File: src/rtl/dvb_s2_pkg.sv
// Shared constants for the DVB-S2 modulator head: the fs_en generator FSM
// encoding, the default phase-accumulator width, and ready-made phase steps
// for the common symbol-rate ratios.
package dvb_s2_pkg;

  // Default width of the phase accumulator and of the phase step.
  localparam int unsigned FSG_ACC_WIDTH = 32;

  // fs_en generator FSM encoding; kept as plain constants so the encoding
  // is fixed and visible in waveforms and netlists.
  localparam logic [1:0] FSG_IDLE  = 2'd0;
  localparam logic [1:0] FSG_RUN   = 2'd1;
  localparam logic [1:0] FSG_DRAIN = 2'd2;

  // Phase steps giving one accumulator wrap every 4 and every 8 cycles.
  localparam logic [FSG_ACC_WIDTH-1:0] FSG_STEP_DIV4 = 32'h4000_0000;
  localparam logic [FSG_ACC_WIDTH-1:0] FSG_STEP_DIV8 = 32'h2000_0000;

  // Phase step for one wrap every 2^shift cycles (shift < FSG_ACC_WIDTH).
  function automatic logic [FSG_ACC_WIDTH-1:0] fsg_step_pow2(input int unsigned shift);
    logic [FSG_ACC_WIDTH-1:0] one;
    one = 1;
    return one << (FSG_ACC_WIDTH - shift);
  endfunction

endpackage

File: src/rtl/fs_nco_acc.sv
// Phase accumulator (NCO) for the fs_en generator. Holds a shadow step
// register that is copied into the active step only when the accumulator
// wraps, or straight away while the generator is idle, so a rate change
// never produces a truncated period. tick_o is the accumulator carry.
module fs_nco_acc
  import dvb_s2_pkg::*;
#(
  parameter int unsigned ACC_WIDTH = FSG_ACC_WIDTH
) (
  input  logic                 sys_clk,
  input  logic                 rst_n,
  input  logic                 run_i,        // advance the accumulator
  input  logic                 idle_i,       // generator idle: load step now
  input  logic                 step_valid_i,
  input  logic [ACC_WIDTH-1:0] step_data_i,
  output logic                 tick_o
);

  logic [ACC_WIDTH-1:0] acc_q, acc_d;
  logic [ACC_WIDTH-1:0] step_q, step_d;
  logic [ACC_WIDTH-1:0] shadow_q, shadow_d;
  logic [ACC_WIDTH:0]   sum;
  logic                 wrap;

  // Next accumulator value, carry detection and step shadow/active update.
  // NOTE: every signal written here gets a default first so no latch is inferred.
  always_comb begin
    sum      = {1'b0, acc_q} + {1'b0, step_q};
    wrap     = run_i & sum[ACC_WIDTH];
    shadow_d = step_valid_i ? step_data_i : shadow_q;
    step_d   = step_q;
    // A load arriving with the wrap bypasses the shadow, so the new step
    // is used from the very next cycle.
    if (idle_i || wrap) begin
      step_d = shadow_d;
    end
    // Outside RUN the accumulator sits at 0, so every restart begins a
    // full period.
    acc_d = run_i ? sum[ACC_WIDTH-1:0] : '0;
  end

  assign tick_o = wrap;

  // Accumulator, active step and shadow step registers.
  // NOTE: state uses non-blocking assignments so every register samples pre-edge values.
  always_ff @(posedge sys_clk or negedge rst_n) begin
    if (!rst_n) begin
      acc_q    <= '0;
      step_q   <= '0;
      shadow_q <= '0;
    end else begin
      acc_q    <= acc_d;
      step_q   <= step_d;
      shadow_q <= shadow_d;
    end
  end

endmodule

File: src/rtl/fs_en_generator.sv
// Symbol-rate enable generator on sys_clk. An NCO produces overflow ticks
// at a programmable fractional rate; the ticks are decimated by DIV_RATIO,
// buffered in a pending-strobe counter and issued downstream as one-cycle
// fs_en pulses whenever fs_en_ready is high.
//
// Optional build macro FS_EN_STROBE_COUNT_EN adds the strobe_count
// (wrap-around count of issued pulses) and drop_count (saturating count of
// dropped ticks) outputs.
module fs_en_generator
  import dvb_s2_pkg::*;
#(
  parameter int unsigned ACC_WIDTH  = FSG_ACC_WIDTH,
  parameter int unsigned DIV_RATIO  = 2,
  parameter int unsigned PEND_DEPTH = 8
) (
  input  logic                          sys_clk,
  input  logic                          rst_n,
  input  logic                          enable,
  input  logic                          step_valid,
  input  logic [ACC_WIDTH-1:0]          step_data,
  output logic                          fs_en,
  input  logic                          fs_en_ready,
  output logic [$clog2(PEND_DEPTH):0]   pending,
  output logic                          overflow,
  output logic                          busy
`ifdef FS_EN_STROBE_COUNT_EN
  ,
  output logic [31:0]                   strobe_count,
  output logic [15:0]                   drop_count
`endif
);

  localparam int unsigned PEND_W = $clog2(PEND_DEPTH) + 1;
  localparam int unsigned DIV_W  = (DIV_RATIO > 1) ? $clog2(DIV_RATIO) : 1;

  localparam logic [PEND_W-1:0] PEND_FULL = PEND_W'(PEND_DEPTH);
  localparam logic [PEND_W-1:0] PEND_ONE  = PEND_W'(1);
  localparam logic [DIV_W-1:0]  DIV_LAST  = DIV_W'(DIV_RATIO - 1);
  localparam logic [DIV_W-1:0]  DIV_ONE   = DIV_W'(1);

  logic [1:0]        state_q, state_d;
  logic [DIV_W-1:0]  div_q, div_d;
  logic [PEND_W-1:0] pend_q, pend_d;
  logic              fs_en_q, fs_en_d;
  logic              ovf_q, ovf_d;

  logic in_run;
  logic in_idle;
  logic nco_tick;
  logic strobe_tick;
  logic issue;
  logic drop;
  logic accept;

  assign in_run  = (state_q == FSG_RUN);
  assign in_idle = (state_q == FSG_IDLE);

  fs_nco_acc #(
    .ACC_WIDTH (ACC_WIDTH)
  ) u_nco (
    .sys_clk      (sys_clk),
    .rst_n        (rst_n),
    .run_i        (in_run),
    .idle_i       (in_idle),
    .step_valid_i (step_valid),
    .step_data_i  (step_data),
    .tick_o       (nco_tick)
  );

  // Decimate NCO ticks: every DIV_RATIO-th tick becomes a strobe tick.
  // Leaving RUN discards any partial decimation count.
  always_comb begin
    div_d       = div_q;
    strobe_tick = 1'b0;
    if (!in_run) begin
      div_d = '0;
    end else if (nco_tick) begin
      if (div_q == DIV_LAST) begin
        div_d       = '0;
        strobe_tick = 1'b1;
      end else begin
        div_d = div_q + DIV_ONE;
      end
    end
  end

  // Issue, drop and pending-count bookkeeping. A fresh strobe tick with
  // nothing buffered is issued in the same cycle, giving one cycle of
  // latency to fs_en.
  always_comb begin
    issue  = fs_en_ready & ((pend_q != '0) | strobe_tick);
    drop   = strobe_tick & (pend_q == PEND_FULL) & ~issue;
    accept = strobe_tick & ~drop;
    pend_d = pend_q;
    case ({accept, issue})
      2'b10:   pend_d = pend_q + PEND_ONE;
      2'b01:   pend_d = pend_q - PEND_ONE;
      default: pend_d = pend_q;
    endcase
    fs_en_d = issue;
    ovf_d   = ovf_q | drop;
  end

  // Run/drain control: DRAIN empties the pending buffer before IDLE, and a
  // renewed enable in DRAIN goes straight back to RUN.
  always_comb begin
    state_d = state_q;
    case (state_q)
      FSG_IDLE: begin
        if (enable) state_d = FSG_RUN;
      end
      FSG_RUN: begin
        if (!enable) state_d = FSG_DRAIN;
      end
      FSG_DRAIN: begin
        if (enable)              state_d = FSG_RUN;
        else if (pend_q == '0)   state_d = FSG_IDLE;
      end
      default: state_d = FSG_IDLE;
    endcase
  end

  // FSM, decimation counter, pending counter, strobe and sticky overflow.
  always_ff @(posedge sys_clk or negedge rst_n) begin
    if (!rst_n) begin
      state_q <= FSG_IDLE;
      div_q   <= '0;
      pend_q  <= '0;
      fs_en_q <= 1'b0;
      ovf_q   <= 1'b0;
    end else begin
      state_q <= state_d;
      div_q   <= div_d;
      pend_q  <= pend_d;
      fs_en_q <= fs_en_d;
      ovf_q   <= ovf_d;
    end
  end

  assign fs_en    = fs_en_q;
  assign pending  = pend_q;
  assign overflow = ovf_q;
  assign busy     = (state_q == FSG_RUN) || (state_q == FSG_DRAIN);

`ifdef FS_EN_STROBE_COUNT_EN
  logic [31:0] strobe_cnt_q;
  logic [15:0] drop_cnt_q;

  // Issued-pulse counter (wraps) and dropped-tick counter (saturates).
  always_ff @(posedge sys_clk or negedge rst_n) begin
    if (!rst_n) begin
      strobe_cnt_q <= '0;
      drop_cnt_q   <= '0;
    end else begin
      if (issue) begin
        strobe_cnt_q <= strobe_cnt_q + 32'd1;
      end
      if (drop && (drop_cnt_q != 16'hFFFF)) begin
        drop_cnt_q <= drop_cnt_q + 16'd1;
      end
    end
  end

  assign strobe_count = strobe_cnt_q;
  assign drop_count   = drop_cnt_q;
`endif

endmodule

File: config.mk
export PLATFORM = sky130hd
export DESIGN_NAME = fs_en_generator
export DESIGN_NICKNAME = d
export VERILOG_FILES = /design/src/rtl/dvb_s2_pkg.sv /design/src/rtl/fs_nco_acc.sv /design/src/rtl/fs_en_generator.sv
export SDC_FILE = /design/constraint.sdc
export NUM_CORES = 1
export LEC_CHECK = 0
export CAP_MARGIN = 20
export CORE_MARGIN = 2
export CORE_UTILIZATION = 55
export DETAILED_ROUTE_END_ITERATION = 10
export HOLD_SLACK_MARGIN = 0.05
export PLACE_DENSITY_LB_ADDON = 0.15
export SYNTH_ARGS = -nofsm -noshare
export SYNTH_HDL_FRONTEND = slang
export SYNTH_SLANG_ARGS = --single-unit
File: constraint.sdc
create_clock -name sys_clk -period 4.7 [get_ports sys_clk]
set_input_delay 0.94 -clock sys_clk [delete_from_list [all_inputs] [get_ports sys_clk]]
set_output_delay 0.94 -clock sys_clk [all_outputs]
set_load 0.01 [all_outputs]
==> qor.csv, run 1 <==
metric;value;unit
post-route-util;63.6;%
layout_common_cells;dfrtp_1, mux2_2, nor2_1;
place.gp.congestion;0.931;
synth_compound_area_share;14.5;%
num_rows;37;
first_pass_iters;5;
final_nets;631;
final-max-slew-violation-count;0;
start_util;56.0;%
synth_xor_area_share;3.53;%
htree_levels;3;
power.total;4.11;mW
rrSetupSlack;0.88;ns
synthSimpleGateAreaFrac;10.6;%
dr_total_vias;4005;
io_pins;44;
syn_inst;510;
postPlaceCellArea;6250;sq um
holdBufCountCts;0;
postCtsSetupRepairBufs;0;
tritoncts;done;
fin_setup_tns;0;ns
multi_input_area;2940;sq um
startpoint_type;flop;
worstMarginPinSlew;1.03;ns
antenna_found_initial;0;
internal_power;2.46;mW
holdPathStages;1;
crit_fanout;7;
die_w;106;um
core;10200;sq um
muxShareOfSynthArea;13.9;%
yosys_warnings;0;
area_delta_synth_final;13.5;%
rsz0062_at_grt;no;
cts_sinks;105;
diodes;0;
layout_min_cycle_time;3.82;ns
synth_cell_type_count;58;
p_sw;1.65;mW
p_sw_share;40.1;%
wire_per_inst;15.6;um
rr_startpoint;u_nco.step_q[0];
drive_gt1_share;15.9;%
synth_edf_count;0;
crit_arrival;4.11;ns
post-route-period-util;81.3;%
root_buffer;clkbuf_8;
min_delay_worst_endpoint;u_nco.shadow_q[12];
synth_top_family_by_area;compound AO/OA/AOI/OAI gates;
wirelength;10900;um
seqPwrFrac;32.7;%
grt_use_total;21.4;%
cts_resized;0;
syn_nets;587;
clockBufferDepth;2;
vias_per_cell;5.77;
hpwlAfterDp;7780;um
clk_pin_slew_worst_paths;0.10;ns
dieArea;11200;sq um
worstHoldStart;u_nco.shadow_q[12];
p_leak;2.96;nW
r2r_end;pending[3];
pwr-share-clk;13.5;%
synthAdderAreaFrac;9.04;%
grt_max_degree;76;
syn-cell-area;5700;sq um
relSlewSlack;29.7;%
fill_cells;863;
drv_cap;0;
ant_nets;0;
ys_seq_elements;105;
outcome;finished, final reports clean;
max_freq;0.262;GHz
clock_latency;0.37;ns
pwr-share-comb;53.8;%
r2r_cells;17;
io_buffers;43;
design_area;6470;sq um
skew;0.0140;ns
final_common_cell;dfrtp_1;
route.detailed.drc;0;
ys.flop_type;dfrtp_1;
finalSetupViolCount;0;
required;4.99;ns
end_kind;flop;
irDropWorstVdd;319;uV
path_class;flop to flop;
die_h;106;um
drtIter0Drc;213;
syn_area_per_cell;11.2;sq um
grt_first_pass_wirelength;19300;um
async_flop_share;100;%
overflow;0;
grt_pass1_vias;4131;
yosysSeqAreaShare;46.1;%
holdWs;0.500;ns
seq_area;2630;sq um
powerDensity;635;nW/um^2
hp-class;flop to flop;
finalHoldViolCount;0;
cts_buffers;9;
state kept, by name, indices dropped and copies added (netlist names):
register        cells
u_nco.acc_q        32
u_nco.shadow_q     32
u_nco.step_q       32
pending             4
state_q             2
div_q               1
fs_en               1
overflow            1
per-stage QoR:
| step | cells | worst slack [ns] |
|---|---|---|
| 2_1_floorplan | 510 | 1.31 |
| 3_3_place_gp | 678 | 1.06 |
| 3_5_place_dp | 678 | 0.883 |
| 4_1_cts | 693 | 0.865 |
| 5_1_grt | 694 | 0.563 |
| 6_report | 694 | 0.877 |
cells in the mapped netlist (2+ instances only):
cell | n | share of area, %
a211oi_1 | 7 | 0.92
a31oi_1 | 2 | 0.22
mux2_1 | 6 | 1.2
nand2_1 | 23 | 1.5
buf_6 | 3 | 0.59
xor2_1 | 10 | 1.5
o21bai_1 | 3 | 0.39
nand4_1 | 5 | 0.55
a21o_1 | 21 | 2.8
inv_1 | 15 | 0.99
and3_1 | 2 | 0.22
or3_1 | 3 | 0.33
and4_1 | 2 | 0.31
o21a_1 | 5 | 0.66
buf_1 | 3 | 0.20
nor2_1 | 44 | 2.9
a2111oi_0 | 3 | 0.46
and2_1 | 3 | 0.33
ha_1 | 38 | 8.3
mux2i_1 | 7 | 1.2
o31a_1 | 2 | 0.31
nand3_1 | 6 | 0.53
o211ai_1 | 4 | 0.53
nor2b_1 | 2 | 0.22
nand2b_1 | 9 | 0.99
dfrtp_1 | 105 | 46
a21oi_1 | 32 | 2.8
nor4_1 | 3 | 0.33
a211oi_2 | 2 | 0.44
o31ai_1 | 5 | 0.66
clkbuf_1 | 8 | 0.53
o21ai_0 | 18 | 1.6
xnor2_1 | 13 | 2.0
mux2_2 | 58 | 11
fa_1 | 2 | 0.70
nor3_1 | 14 | 1.2
worst max-delay path by stage:
stage	start	cells past startpoint	to	slack, ns
detailed placement	u_nco.step_q[0]	17	pending[3]	0.88
floorplan	u_nco.step_q[0]	17	pending[3]	1.31
global placement	u_nco.step_q[0]	17	pending[3]	1.06
CTS	u_nco.step_q[0]	17	pending[3]	0.86
finish	u_nco.step_q[0]	17	pending[3]	0.88
global route	u_nco.step_q[0]	17	pending[3]	0.56
cell type report:
type                       instances  share of cell area [%]
multi-input combinational        375                    45.4
clock inverter                     5                   0.870
clock buffer                      10                    2.13
tap                              136                    2.63
sequential                       105                    40.6
timing repair buffer              48                    7.50
inverter                          15                   0.870
critical path: stages (launching register included):
cell and delay [ns]:
dfrtp_1 0.36, ha_1 0.18, inv_1 0.06, fa_1 0.39, nand2b_1 0.18, a21oi_1 0.27, o21ai_4 0.12, a211oi_2 0.28
o2111a_1 0.28, o211ai_2 0.18, nand2_1 0.17, inv_1 0.09, ha_1 0.28, a21o_1 0.18, a21oi_1 0.29, nor2_1 0.08
a22o_1 0.24, mux2i_1 0.12
per-layer routing:
metal / track usage [%] / vias up / routed length [um]
li1: - / 1939 / -
met1: 29.1 / 1971 / 5150
met2: 34.9 / 78 / 5130
met3: 4.08 / 17 / 402
met4: 6.48 / 0 / 167
met5: 0 / - / 0
logic make-up after synthesis:
group / count (synthesis)
AOI/OAI and AO/OA: 118
xor gates and xnor gates: 23
adders and majority gates: 40
buffers and inverters: 30
DFF: 105
muxes: 71
and+or+nand+nor: 123
power by group through the flow:
stage | combinational (mW) | sequential [mW] | clock (mW)
after CTS | 2.18 | 1.35 | 0.571
after detailed placement | 2.17 | 1.37 | 0
after floorplan | 1.73 | 1.32 | 0
final | 2.21 | 1.35 | 0.555
after global placement | 2.11 | 1.35 | 0
after global routing | 2.48 | 1.38 | 0.608
No activity file was read; power rests on OpenSTA's default activity.
==> run 2, diff against run 1 <==
- clock period: 4.7 -> 3.93 ns (I/O delays scaled with it)
==> run 2 against run 1 <==
Against the previous run: combinational power grew 21%; critical endpoint unchanged; sequential power grew 19%; global-route usage grew 0.47 points; via count grew 0.85%; worst hold slack lost 0.011 ns; clock-buffer cell count grew 3; register-to-register slack lost 0.65 ns; final cell count grew 0.29%; non-clock buffer count grew 2.
==> qor.csv, run 2 (synthesis results as in run 1) <==
metric;value;unit
skew;0.00842;ns
clock_latency;0.37;ns
root_buffer;clkbuf_8;
crit_arrival;4.00;ns
postCtsSetupRepairBufs;0;
layout_common_cells;dfrtp_1, mux2_2, nor2_1;
holdBufCountCts;0;
grt_pass1_vias;4161;
antenna_found_initial;0;
critPathMaxStageDelay;0.39;ns
start_util;56.0;%
layout_min_cycle_time;3.70;ns
hpwlAfterDp;7930;um
dr_total_vias;4039;
max_freq;0.270;GHz
clockBufferDepth;2;
die_w;106;um
diodes;0;
crit_fanout;7;
path_class;flop to flop;
design_area;6490;sq um
finalSetupViolCount;0;
htree_levels;3;
drive_gt1_share;16.4;%
powerDensity;758;nW/um^2
grt_max_degree;63;
num_rows;37;
irDropWorstVdd;356;uV
wire_per_inst;16.0;um
placed_cells;681;
drv_cap;0;
route.detailed.drc;0;
final-max-slew-violation-count;0;
final_common_cell;dfrtp_1;
postPlaceCellArea;6290;sq um
critPathSlowestCell;fa_1;
layout.cells.non_filler;696;
io_buffers;43;
wirelength;11200;um
cts_sinks;105;
p_leak;2.96;nW
worstMarginPinSlew;0.905;ns
grt_use_total;21.8;%
die_h;106;um
final_nets;633;
relSlewSlack;38.9;%
cts_buffers;9;
io_pins;44;
fill_cells;847;
rr_startpoint;u_nco.step_q[0];
power.total;4.92;mW
ant_nets;0;
r2r_cells;17;
grt_first_pass_wirelength;19600;um
worstPathCellList;ha_1, inv_1, fa_1, nand2b_1, a21oi_2, o21ai_4, a211oi_4, o2111a_1, o211ai_2, nand2_1, inv_1, ha_1, a21o_1, a21oi_2, nor2_1, a22o_1, mux2i_1;
dieArea;11200;sq um
rrSetupSlack;0.23;ns
post-route-period-util;94.2;%
area_delta_synth_final;13.9;%
finalHoldViolCount;0;
r2r_end;pending[3];
overflow;0;
place.gp.congestion;0.936;
post-route-util;63.8;%
reg_top3;u_nco.acc_q (32), u_nco.shadow_q (32), u_nco.step_q (32);
startpoint_type;flop;
tritoncts;done;
required;4.22;ns
hp-class;input port to async pin;
outcome;finished, final reports clean;
first_pass_iters;4;
vias_per_cell;5.80;
drtIter0Drc;171;
core;10200;sq um
end_kind;flop;
clk_pin_slew_worst_paths;0.09;ns
-- run 2: cell count changes in the layout (fill, tap and decap cells not counted), moves of 2 or more --
cell / before / now
a21oi_1: 32 / 30
a21oi_2: 0 / 2
buf_4: 5 / 7
clkbuf_8: 10 / 12
-- run 2: cell type report --
class | instances | area, sq um | share of cell area (%)
Multi-Input combinational cell | 375 | 2970 | 45.7
Sequential cell | 105 | 2630 | 40.5
Timing Repair Buffer | 50 | 493 | 7.59
Tap cell | 136 | 170 | 2.62
Clock buffer | 13 | 169 | 2.60
Inverter | 15 | 56.3 | 0.867
Clock inverter | 2 | 12.5 | 0.193
-- run 2: stage by stage --
step	worst slack (ns)	hold slack (ns)	TNS, ns
floorplan	0.541	0.467	0
detailed placement	0.142	0.473	0
global placement	0.288	0.477	0
finish	0.227	0.489	0
global route	-0.0218	0.512	-0.0218
CTS	0.111	0.503	0
-- run 2: worst max-delay path, delay by kind of cell (launching register included) --
kind / cells / cell delay (ns)
simple gates: 3 / 0.44
flops: 1 / 0.36
buf+inv: 2 / 0.16
fa+ha+maj: 3 / 0.86
mux: 1 / 0.12
compound gates: 8 / 1.67
-- run 2: timing repair --
item | CTS | global route
gates resized for setup | 0 | 4
setup endpoints to repair | 0 | 1
endpoints found under the hold margin | 0 | 0
-- run 2: how the worst max path moves through the flow --
stage               startpoint         end  depth (start not counted)
2_1_floorplan  u_nco.step_q[0]  pending[3]                         17
3_3_place_gp   u_nco.step_q[0]  pending[3]                         17
3_5_place_dp   u_nco.step_q[0]  pending[3]                         17
4_1_cts        u_nco.step_q[0]  pending[3]                         17
5_1_grt        u_nco.step_q[0]  pending[3]                         17
6_report       u_nco.step_q[0]  pending[3]                         17
-- run 2: where the power goes --
group          leakage [nW]  internal (mW)  switching [mW]
combinational          1.58           1.22            1.46
sequential             1.29           1.42           0.193
clock                0.0915          0.279           0.352
-- run 2: per-layer routing --
metal	track usage, %	share of wire, %
met3	3.34	4.3
met4	8.83	1.7
met1	29.5	46
met2	35.5	47
met5	0	0
